===== src/rtl/jtframe_objscan.sv =====
// jtframe_objscan: per-line sprite table scanner feeding a 16-px tile drawer.
// Optional per-line tile budget enabled by defining JTFRAME_OBJLIMIT_EN.
module jtframe_objscan #(
  parameter int OBJW  = 8,
  parameter int CODEW = 16,
  parameter int ATTRW = 8,
  parameter int LIMIT = 32
) (
  input  logic             clk,
  input  logic             rst_n,
  input  logic             cen,
  input  logic             hs,
  input  logic [8:0]       vdump,
  input  logic             rev,
  output logic [OBJW+1:0]  ram_addr,
  input  logic [15:0]      ram_data,
  output logic             dr_start,
  input  logic             dr_busy,
  output logic [CODEW-1:0] dr_code,
  output logic [ATTRW-1:0] dr_attr,
  output logic [8:0]       dr_hpos,
  output logic [3:0]       dr_ysub,
  output logic             dr_hflip,
  output logic             done,
  output logic             miss,
  output logic             ovf
);

  localparam logic [2:0] IDLE = 3'd0;
  localparam logic [2:0] RD0  = 3'd1;
  localparam logic [2:0] RD1  = 3'd2;
  localparam logic [2:0] RD2  = 3'd3;
  localparam logic [2:0] RD3  = 3'd4;
  localparam logic [2:0] CHK  = 3'd5;
  localparam logic [2:0] DRAW = 3'd6;
  localparam logic [2:0] NEXT = 3'd7;

  logic [2:0]       r_st;
  logic [OBJW-1:0]  r_obj;
  logic             r_rev;
  logic             r_hs_d;
  logic [8:0]       r_vdump;
  logic [8:0]       r_y;
  logic [8:0]       r_x;
  logic             r_vf;
  logic             r_hf;
  logic [1:0]       r_vsz;
  logic [1:0]       r_hsz;
  logic [CODEW-1:0] r_w1;
  logic [ATTRW-1:0] r_attr;
  logic [2:0]       r_row;
  logic [3:0]       r_ysub;
  logic [2:0]       r_k;

  logic             w_hs_rise;
  logic [1:0]       w_word;
  logic [8:0]       w_d;
  logic [16:0]      w_prod;
  logic [10:0]      w_yz;
  logic [7:0]       w_vlim;
  logic             w_hit;
  logic [2:0]       w_vmask;
  logic [2:0]       w_hmask;
  logic [2:0]       w_row;
  logic [2:0]       w_col;
  logic [6:0]       w_off;
  logic [OBJW-1:0]  w_last;
  logic             w_issue;

  assign w_hs_rise = hs & ~r_hs_d;
  assign w_word    = (r_st >= RD0 && r_st <= RD3)
                   ? 2'(r_st - RD0) : 2'd0;
  assign ram_addr  = {r_obj, w_word};

  // w3 is consumed straight off the bus during CHK
  assign w_d     = r_vdump - r_y;
  assign w_prod  = 17'(w_d) * 17'(ram_data[7:0]);
  assign w_yz    = w_prod[16:6];
  assign w_vlim  = 8'd16 << r_vsz;
  assign w_hit   = ~w_d[8] && (w_yz < {3'b0, w_vlim});
  assign w_vmask = 3'((4'd1 << r_vsz) - 4'd1);
  assign w_hmask = 3'((4'd1 << r_hsz) - 4'd1);
  assign w_row   = r_vf ? (w_vmask - w_yz[6:4]) : w_yz[6:4];
  assign w_col   = r_hf ? (w_hmask - r_k) : r_k;
  assign w_off   = 7'({4'b0, r_row} << r_hsz) + 7'(w_col);
  assign w_last  = r_rev ? '0 : '1;
  assign w_issue = ~dr_busy & ~dr_start;

`ifdef JTFRAME_OBJLIMIT_EN
  localparam int TCW = $clog2(LIMIT + 1);
  logic [TCW-1:0] r_tiles;
  logic           r_ovf;
  assign ovf = r_ovf;
`else
  // no tile budget: ovf is always 0
  assign ovf = (LIMIT < 0);
`endif

  always_ff @(posedge clk or negedge rst_n) begin
    if (!rst_n) begin
      r_st     <= IDLE;
      r_obj    <= '0;
      r_rev    <= 1'b0;
      r_hs_d   <= 1'b0;
      r_vdump  <= '0;
      r_y      <= '0;
      r_x      <= '0;
      r_vf     <= 1'b0;
      r_hf     <= 1'b0;
      r_vsz    <= '0;
      r_hsz    <= '0;
      r_w1     <= '0;
      r_attr   <= '0;
      r_row    <= '0;
      r_ysub   <= '0;
      r_k      <= '0;
      dr_start <= 1'b0;
      dr_code  <= '0;
      dr_attr  <= '0;
      dr_hpos  <= '0;
      dr_ysub  <= '0;
      dr_hflip <= 1'b0;
      done     <= 1'b1;
      miss     <= 1'b0;
`ifdef JTFRAME_OBJLIMIT_EN
      r_tiles  <= '0;
      r_ovf    <= 1'b0;
`endif
    end else if (cen) begin
      r_hs_d   <= hs;
      miss     <= 1'b0;
      dr_start <= 1'b0;
      if (w_hs_rise) begin
        miss    <= ~done;
        done    <= 1'b0;
        r_rev   <= rev;
        r_vdump <= vdump;
        r_obj   <= rev ? '1 : '0;
        r_st    <= RD0;
`ifdef JTFRAME_OBJLIMIT_EN
        r_tiles <= '0;
        r_ovf   <= 1'b0;
`endif
      end else begin
        unique case (r_st)
          IDLE: ;
          RD0: r_st <= RD1;
          RD1: begin
            r_vf  <= ram_data[14];
            r_hf  <= ram_data[13];
            r_vsz <= ram_data[12:11];
            r_hsz <= ram_data[10:9];
            r_y   <= ram_data[8:0];
            r_st  <= ram_data[15] ? RD2 : NEXT;
          end
          RD2: begin
            r_w1 <= CODEW'(ram_data);
            r_st <= RD3;
          end
          RD3: begin
            r_x  <= ram_data[8:0];
            r_st <= CHK;
          end
          CHK: begin
            r_attr <= ram_data[8+ATTRW-1:8];
            r_row  <= w_row;
            r_ysub <= w_yz[3:0] ^ {4{r_vf}};
            r_k    <= '0;
            r_st   <= w_hit ? DRAW : NEXT;
          end
          DRAW: begin
            if (w_issue) begin
              dr_start <= 1'b1;
              dr_code  <= r_w1 + CODEW'(w_off);
              dr_attr  <= r_attr;
              dr_hpos  <= r_x + {2'b0, r_k, 4'b0};
              dr_ysub  <= r_ysub;
              dr_hflip <= r_hf;
              r_k      <= r_k + 3'd1;
              if (r_k == w_hmask) r_st <= NEXT;
`ifdef JTFRAME_OBJLIMIT_EN
              r_tiles <= r_tiles + 1'b1;
              if (r_tiles == TCW'(LIMIT - 1)) begin
                r_ovf <= 1'b1;
                done  <= 1'b1;
                r_st  <= IDLE;
              end
`endif
            end
          end
          NEXT: begin
            if (r_obj == w_last) begin
              done <= 1'b1;
              r_st <= IDLE;
            end else begin
              r_obj <= r_rev ? r_obj - 1'b1 : r_obj + 1'b1;
              r_st  <= RD0;
            end
          end
          default: r_st <= IDLE;
        endcase
      end
    end
  end

endmodule


===== config.mk =====
export PLATFORM = sky130hd
export DESIGN_NAME = jtframe_objscan
export DESIGN_NICKNAME = d
export VERILOG_FILES = /design/src/rtl/jtframe_objscan.sv
export SDC_FILE = /design/constraint.sdc
export NUM_CORES = 1
export LEC_CHECK = 0
export ABC_AREA = 1
export BUFFER_PORTS_ARGS = -buffer_cell sky130_fd_sc_hd__clkbuf_2
export CAP_MARGIN = 20
export CORE_MARGIN = 8
export CORE_UTILIZATION = 47
export DETAILED_ROUTE_END_ITERATION = 6
export PLACE_DENSITY = 0.73
export SYNTH_ARGS = -nofsm -noshare
export SYNTH_HDL_FRONTEND = slang
export SYNTH_SLANG_ARGS = --single-unit
export TNS_END_PERCENT = 100

===== constraint.sdc =====
create_clock -name clk -period 9.54 [get_ports clk]
set_clock_uncertainty 0.05 [all_clocks]
set_input_delay 1.908 -clock clk [delete_from_list [all_inputs] [get_ports clk]]
set_output_delay 1.908 -clock clk [all_outputs]
set_load 0.1 [all_outputs]

### Word level (Yosys, flattened, before mapping)

Cells that the tools add are included.

* shift-type cells: 4
* reduce and logical (&&, ||, !) cells: 16
* multiplexer cells: 25
* $mul: 1
* add/subtract/negate cells: 12
* order comparisons: 3
* div/mod/pow operators: 0
* bitwise logic cells: 9
* equality and inequality tests: 13

Operators with widths (number)
* $mux 8: 6
* $mux 3: 7
* $pmux 3 s7: 1
* $reduce_and 3->1: 6
* $mul 9x8->17: 1
* $add 16x7->16: 1
* $eq 3x3->1 const B: 4
* $reduce_and 4->1: 3
* $lt 11x8->1: 1
* $add 9x7->9: 1
* $mux 1: 9
* $sub 9x9->9: 1
* $add 8x1->8 const B: 1
* $eq 8x8->1: 1
* $reduce_bool 8->1: 1
* $shl 5x2->8 const A: 1
* $sub 8x1->8 const B: 1
* $add 7x3->7: 1
* $shl 3x2->7: 1
* $eq 3x2->1 const B: 2
* $ne 3x3->1 const B: 2
* $not 1->1: 6
* $pmux 3 s2: 1
* $reduce_bool 2->1: 3
* 15 further kinds: 21

* memories: 0
* bits in read-only memories: 0
* register bits: 121
* memory bits (writable): 0
* bits in latches: 0
* output and inout bits: 52
* bits of input ports: 31

### Longest topological paths before layout

Gate-level depths: netlist of the first run.

* depth in word-level cells: 7
* mapped depth: 37

### Worst setup path after synthesis of the first run

OpenSTA, ideal clock, no wires.

* kind: input -> register
* from: in ram_data[4]
* to: reg r_st[0]
* cell stages on the path: 29
* data required time: 9.377 ns
* slack: 2.797 ns
* arrival: 6.580 ns
* path through: inv_1 > clkbuf_1 > nor2_1 > fa_1 > fa_1 > fa_1 > inv_1 > fa_1 > inv_1 > ha_1 > nand2_1 > inv_1 > nand2_1 > nand2_1 > a31o_2 > xor2_2 > inv_1 > ha_1 > o21a_1 > o21ai_0 > nand2_1 > a21oi_1 > nand2_1 > nor2_1 > nand3_1 > nand2_1 > nand3_1 > nand2_1 > inv_1

* longest elaborated chain between the ends: 6

Ends and longest elaborated chain
* from (decl): line 16 `input logic [15:0] ram_data,`
* $mul 9x8->17: line 77 `assign w_prod = 17'(w_d) * 17'(ram_data[7:0]);`
* $lt 11x8->1: line 80 `assign w_hit = ~w_d[8] && (w_yz < {3'b0, w_vlim});`
* $logic_and 1x1->1: line 80
* $mux 1: line 169 `r_st <= w_hit ? DRAW : NEXT;`
* $pmux 3 s7: line 145 `unique case (r_st)`
* $mux 3: line 133 `if (w_hs_rise) begin`
* to (signal assigned): line 154 `r_st <= ram_data[15] ? RD2 : NEXT;`
* to (signal assigned): line 169
* to (decl): line 38 `logic [2:0] r_st;`

Every way passes these cells.
A chain may end at the register's enable or synchronous reset.

### Final worst setup path of the first run

* from: reg r_y[0]
* to: reg r_st[0]

* longest elaborated chain between the ends: 7

Ends and longest elaborated chain
* from (decl): line 43 `logic [8:0] r_y;`
* from (signal assigned): line 153 `r_y <= ram_data[8:0];`
* $sub 9x9->9 (*): line 76 `assign w_d = r_vdump - r_y;`
* $mul 9x8->17: line 77
* $lt 11x8->1: line 80
* $logic_and 1x1->1 (*): line 80
* $mux 1 (*): line 169
* $pmux 3 s7 (*): line 145
* $mux 3 (*): line 133

Every way passes the cells marked *; elsewhere a longest branch is shown, timed or not.

==> results of run 1 <==
## registers in the layout (all words and copies together), names as in the netlist, 2 cells and up
| name | count |
|---|---|
| r_vsz | 2 |
| r_w1 | 16 |
| dr_hpos | 9 |
| r_k | 3 |
| r_st | 3 |
| dr_ysub | 4 |
| r_x | 9 |
| r_row | 3 |
| r_vdump | 9 |
| r_attr | 8 |
| r_ysub | 4 |
| r_obj | 8 |
| dr_attr | 8 |
| r_hsz | 2 |
| dr_code | 16 |
| r_y | 9 |
## worst register-to-register path, delay by kind of cell, from the launching register on
kind / cells / cell delay [ns]
AOI/OAI and AO/OA: 7 / 1.14
xor gates and xnor gates: 2 / 0.79
adders and majority gates: 8 / 3.37
buffers and inverters: 4 / 0.20
DFF: 1 / 0.39
and+or+nand+nor: 11 / 1.14
## through the flow
step / cells / worst slack (ns) / utilization, % / hold WS [ns] / cell area [µm²]
floorplan: 1092 / 2.80 / - / 0.392 / 8780
CTS: 1415 / 2.40 / 54.2 / 0.423 / 10000
finish: 1416 / 2.35 / 54.3 / 0.419 / 10100
global route: 1416 / 1.96 / 54.3 / 0.436 / 10100
global placement: 1383 / 2.34 / 50.7 / 0.407 / 9380
detailed placement: 1383 / 2.22 / 50.7 / 0.408 / 9380
## cell usage in the layout (no fill, tap or decap), types with 5 or more instances in the layout
cell type	n
a21oi_1	39
a31oi_1	5
clkbuf_16	17
clkbuf_2	80
clkinv_1	5
dfrtp_1	120
fa_1	48
ha_1	73
inv_1	148
nand2_1	295
nand3_1	25
nor2_1	105
o21ai_0	94
o21ai_1	5
o22ai_1	5
or2_2	8
xnor2_1	15
xor2_1	13
## cells in the mapped netlist, types with 3 or more instances
library cell / count
clkbuf_1: 18
nor2_1: 105
o21ai_2: 3
dfrtp_1: 120
a31oi_1: 5
xor2_1: 13
o21ai_0: 94
o22ai_1: 5
inv_1: 148
nand4_1: 4
inv_2: 4
ha_1: 73
a21oi_1: 39
nand2_1: 295
xnor2_1: 15
nor4_1: 4
clkinv_1: 5
or2_2: 8
fa_1: 48
buf_2: 6
nand2_2: 4
nand3_1: 25
a21oi_2: 3
o21ai_1: 5
a31o_2: 3
## cell families (layout without fill, tap and decap cells)
group / Yosys count / after routing
AND/OR/NAND/NOR: 459 / 459
buffers and inverters: 185 / 275
AO/OA/AOI/OAI: 174 / 174
adder cells (fa/ha/maj): 121 / 121
flip-flops: 121 / 121
XOR/XNOR: 31 / 31
other: 1 / 1
## how the worst max path moves through the flow
| stage | from | end | depth (start not counted) |
|---|---|---|---|
| 2_1_floorplan | ram_data[4] | r_st[0]$_DFFE_PN0P_ | 29 |
| 3_3_place_gp | ram_data[4] | r_st[0]$_DFFE_PN0P_ | 30 |
| 3_5_place_dp | ram_data[4] | r_st[0]$_DFFE_PN0P_ | 30 |
| 4_1_cts | r_y[0]$_DFFE_PN0P_ | r_st[0]$_DFFE_PN0P_ | 32 |
| 5_1_grt | r_vdump[0]$_DFFE_PN0P_ | r_st[0]$_DFFE_PN0P_ | 35 |
| 6_report | r_y[0]$_DFFE_PN0P_ | r_st[0]$_DFFE_PN0P_ | 32 |
## cell type report
| cell class | instances | area (µm²) |
|---|---|---|
| multi-input cells | 786 | 5030 |
| well taps | 234 | 293 |
| repair buffers | 84 | 450 |
| fillers | 1656 | 8460 |
| inverters | 159 | 602 |
| clock inverters | 10 | 165 |
| clock buffers | 22 | 484 |
| flip-flops and latches | 121 | 3030 |
## layer usage
layer | GRT usage [%] | up-vias | share of wire, %
li1 | - | 3604 | -
met1 | 23.5 | 3450 | 45
met2 | 31.4 | 186 | 49
met3 | 3.20 | 41 | 3.5
met4 | 7.21 | 0 | 2.2
met5 | 0 | - | 0
==> results.yml, run 1 <==
cts:
  ctsHtreeMaxLevel: 4
  holdBufCountCts: 0
  cts_buffer_depth: 2
  path_clk_slew_ns: 0.06
  cts_resized: 0
  cts_tree: "built"
  clockRootBuffer: "clkbuf_16"
  clk_latency_ns: 0.42
  cts_setup_buffers: 0
  cts_buffers: 17
  cts.sink_count: 121
worst_setup_path:
  r2r_slack_ns: 2.35
  arrival_ns: 7.45
  crit_type: "reg2reg"
  critPathMaxFanout: 7
  endpoint_kind: "flop"
  r2r_start: "r_y[0]$_DFFE_PN0P_"
  cp_slowest_stage_delay_ns: 0.64
  cpMostUsedCell: "nand2_1"
  required_ns: 9.80
  r2r_end: "r_st[0]$_DFFE_PN0P_"
  crit_slowest_cell: "xor2_1"
  path_delay_family: "adder cells"
  crit_path_start_kind: "flop"
  ff2ff_path_depth: 32
  path_buf_inv: 4
worst_hold_path:
  whs_path_depth: 2
  hp-start: "r_attr[6]$_DFFE_PN0P_"
  min_path_type: "reg2reg"
  hold_end: "dr_attr[6]$_DFFE_PN0P_"
placement:
  dp_hpwl_mm: 15.8
  port_buffers: 81
  place.gp.congestion: 0.882
finish:
  finalNetCount: 1321
  drive_gt1_share_pct: 13.1
  diodes: 0
  area_growth_syn_to_layout_pct: 14.6
logic_synthesis:
  synth_flop_cell: "dfrtp_1"
  yosysTopAreaCellShare_pct: 34.2
  synth_cells: 1092
  yosysWarnings: 0
  post_synth.cell_area_avg_um2: 8.04
  synth_xor_area_share_pct: 3.48
  synth-compound-area-share_pct: 11.2
  synth_edf_count: 0
  synth_top_family_by_area: "adder cells"
  synth_nets: 1244
  synth_area_leaders: "dfrtp_1 (34%), nand2_1 (13%), fa_1 (11%), ha_1 (10%), inv_1 (6.3%)"
  yosys.area_share.simple_pct: 21.3
  synthAdderAreaFrac_pct: 21.4
  synthMuxAreaShare_pct: 0
  ys_async_sr_fraction_pct: 100
  syn-cell-area_um2: 8780
  ys_seq_area_share_pct: 34.5
  synth_seq_cells: 121
  ys_types: 54
  synth_top_cell_by_area: "dfrtp_1"
grt:
  grt_pass1_wl_mm: 35.8
  grt_max_degree: 85
  track_usage_pct: 18.6
  antenna_found_initial: 0
  grt_pass1_vias: 7426
  grt-ovfl-total: 0
timing:
  rsz0062_at_grt: "false"
  fin_crit_sh_pct: 75.3
  setup_viol: 0
  maxSlewHeadroom_pct: 32.7
  slew_violations: 0
  fin_crit_ns: 7.19
  worst_pin_slew_ns: 1.01
  finalHoldViolCount: 0
  setup_tns_ns: 0
  fmax_ghz: 0.139
floorplanning:
  start_util_pct: 47.4
  die_h_um: 153
  ios: 83
  die_w_um: 153
  die-area_um2: 23300
  core_area_um2: 18500
  row_count: 50
route:
  drc_errors: 0
  vias: 7281
  routedWlPerCell_um: 15.0
  drt-vias-per-instance: 5.14
  wl_mm: 21.2
  antenna_left: 0
  dr.pass1.iters: 7
  drtIter0Drc: 569
status:
  status: "finished clean"
run:
  maxCapViolCount: 0
Power of run 1 is not shown: default switching activity piles up to over one toggle a cycle in this logic, so the estimate is an artifact.
==> inputs of run 2 (changes only) <==
ABC_AREA = 0   (was 1)
PLACE_DENSITY = 0.75   (was 0.73)
clock period = 6.55 ns   (was 9.54 ns; I/O delays follow)
==> run 2 against run 1 <==
Effect of this change: critical path depth fell by 7; via count fell by 10%; utilization rose by 2.3 points; the run now ends with setup timing left; wire length fell by 4.9%; non-clock buffer count rose by 31; sequential share of layout area fell by 0.42 points.
==> results.yml, run 2 <==
finish:
  drive_gt1_share_pct: 23.6
  final_cell_mix: "nand2_1 (127), dfrtp_1 (120), inv_1 (80), clkbuf_2 (80), ha_1 (69)"
  fin_area_um2: 10200
  final_util_pct: 56.6
  finalNetCount: 1137
  layout_commonest_cell: "nand2_1"
  filler_cell_count: 1539
  reg_top3: "dr_code: 16 flops, r_w1: 16 flops"
  area_growth_syn_to_layout_pct: 17.8
logic_synthesis:
  synth_seq_cells: 121
  synth_top_cell_by_area: "dfrtp_1"
  synth_area_leaders: "dfrtp_1 (35%), fa_1 (11%), ha_1 (11%), mux2_2 (7.3%), nand2_1 (5.5%)"
  post_synth.cell_area_avg_um2: 9.79
  synth_common_cells: "nand2_1 (127), dfrtp_1 (120), inv_1 (83)"
  yosysWarnings: 0
  synth_edf_count: 0
  yosysTopAreaCellShare_pct: 34.7
  ys_seq_area_share_pct: 35.0
  ys_async_sr_fraction_pct: 100
  yosysMostFrequentCell: "nand2_1"
  syn-cell-area_um2: 8660
  synth_cells: 884
  synth_nets: 1036
  ys_types: 61
  synth_flop_cell: "dfrtp_1"
worst_setup_path:
  endpoint_kind: "flop"
  crit_type: "reg2reg"
  critPathMaxFanout: 4
  crit_path_start_kind: "flop"
  required_ns: 6.78
  arrival_ns: 6.88
cts:
  ctsHtreeMaxLevel: 4
  path_clk_slew_ns: 0.06
  clockRootBuffer: "clkbuf_16"
  cts_buffer_depth: 2
  cts.sink_count: 121
  holdBufCountCts: 0
  cts_tree: "built"
  cts_buffers: 17
  clk_latency_ns: 0.43
status:
  status: "complete, but fails checks"
  violations: "setup timing"
route:
  drc_errors: 0
  vias: 6535
  drt-vias-per-instance: 5.32
  dr.pass1.iters: 5
  antenna_left: 0
  wl_mm: 20.2
  routedWlPerCell_um: 16.4
  drtIter0Drc: 367
floorplanning:
  die_w_um: 152
  die_h_um: 152
  core_area_um2: 18000
  start_util_pct: 48.0
  die-area_um2: 23000
  row_count: 49
  ios: 83
timing:
  whs_ns: 0.418
  worst_pin_slew_ns: 1.10
  final.setup.worst_slack_ns: -0.0905
  slew_violations: 0
  fin_crit_ns: 6.64
  maxSlewHeadroom_pct: 26.9
  setup_viol: 1
  finalHoldViolCount: 0
  rsz0062_at_grt: "true"
  fin_crit_sh_pct: 101
  fmax_ghz: 0.151
placement:
  postPlaceCellArea_um2: 9460
  place.gp.congestion: 0.849
  port_buffers: 81
  dp_hpwl_mm: 15.0
grt:
  track_usage_pct: 18.6
  antenna_found_initial: 3
  grt-ovfl-total: 0
  grt_max_degree: 63
  grt_pass1_wl_mm: 33.6
  grt_pass1_vias: 6811
run:
  maxCapViolCount: 0
worst_hold_path:
  min_path_type: "reg2reg"
## run 2: worst max-delay path: stages (launching register included)
cell	delay, ns
dfrtp_1	0.39
ha_1	0.33
buf_4	0.15
nor2b_2	0.15
o31a_1	0.27
o21a_1	0.19
nor2_2	0.12
xnor2_2	0.10
and2_1	0.19
fa_1	0.51
fa_1	0.50
fa_1	0.48
inv_1	0.05
fa_1	0.54
inv_1	0.07
ha_4	0.24
a21o_1	0.19
o41a_1	0.48
a21oi_2	0.17
xnor2_1	0.14
ha_1	0.25
o21ai_1	0.08
a21oi_1	0.06
or3_4	0.40
nor4_4	0.31
a221oi_2	0.09
## run 2: per-stage QoR
step / TNS [ns] / instances / setup slack [ns]
3_5_place_dp: -0.283 / 1190 / -0.283
2_1_floorplan: 0 / 884 / 0.137
4_1_cts: 0 / 1224 / 0.00798
6_report: -0.0905 / 1228 / -0.0905
3_3_place_gp: -0.0757 / 1189 / -0.0757
5_1_grt: -0.398 / 1228 / -0.338
## run 2: timing repair
action | CTS | global route
resized for setup | 10 | 24
endpoints found under the setup margin | 1 | 3
setup buffers | 2 | 2
pin swaps | 1 | 23
endpoints found under the hold margin | 0 | 0
## run 2: cells by family after synthesis
group,Yosys count,share of synthesized area (%)
AO/OA/AOI/OAI,126,9.16
XOR/XNOR,50,5.06
adder cells (fa/ha/maj),121,21.7
buffers and inverters,116,5.10
flip-flops,121,35.0
multiplexers,62,7.98
other,1,0.0433
AND/OR/NAND/NOR,287,16.0
## run 2: cell type report
cell class,count,area [µm²],share of cell area [%]
Antenna cell,1,2.50,0.0245
Clock inverter,15,144,1.41
Clock buffer,17,425,4.17
Tap cell,229,287,2.81
Inverter,83,312,3.05
Sequential cell,121,3030,29.7
Multi-Input combinational cell,647,5320,52.1
Timing Repair Buffer,115,683,6.70
## run 2: final timing paths
check | cells after the start | slack, ns | end | start
max | 25 | -0.09 | r_st[0]$_DFFE_PN0P_ | r_vdump[2]$_DFFE_PN0P_
min | 2 | 0.42 | dr_ysub[3]$_DFFE_PN0P_ | r_ysub[3]$_DFFE_PN0P_
max reg2reg | 25 | -0.09 | r_st[0]$_DFFE_PN0P_ | r_vdump[2]$_DFFE_PN0P_
min reg2reg | 2 | 0.42 | dr_ysub[3]$_DFFE_PN0P_ | r_ysub[3]$_DFFE_PN0P_
max in group asynchronous | 2 | 4.26 | dr_code[6]$_DFFE_PN0P_ | rst_n
min in group asynchronous | 1 | 0.89 | r_vdump[6]$_DFFE_PN0P_ | rst_n
## run 2: routing by layer
layer	track usage (%)	share of wire, %
met3	4.07	5.7
met5	0	0.13
met1	21.6	40
met4	7.69	2.4
met2	32.6	52
Power of run 2 is left out for the same reason.
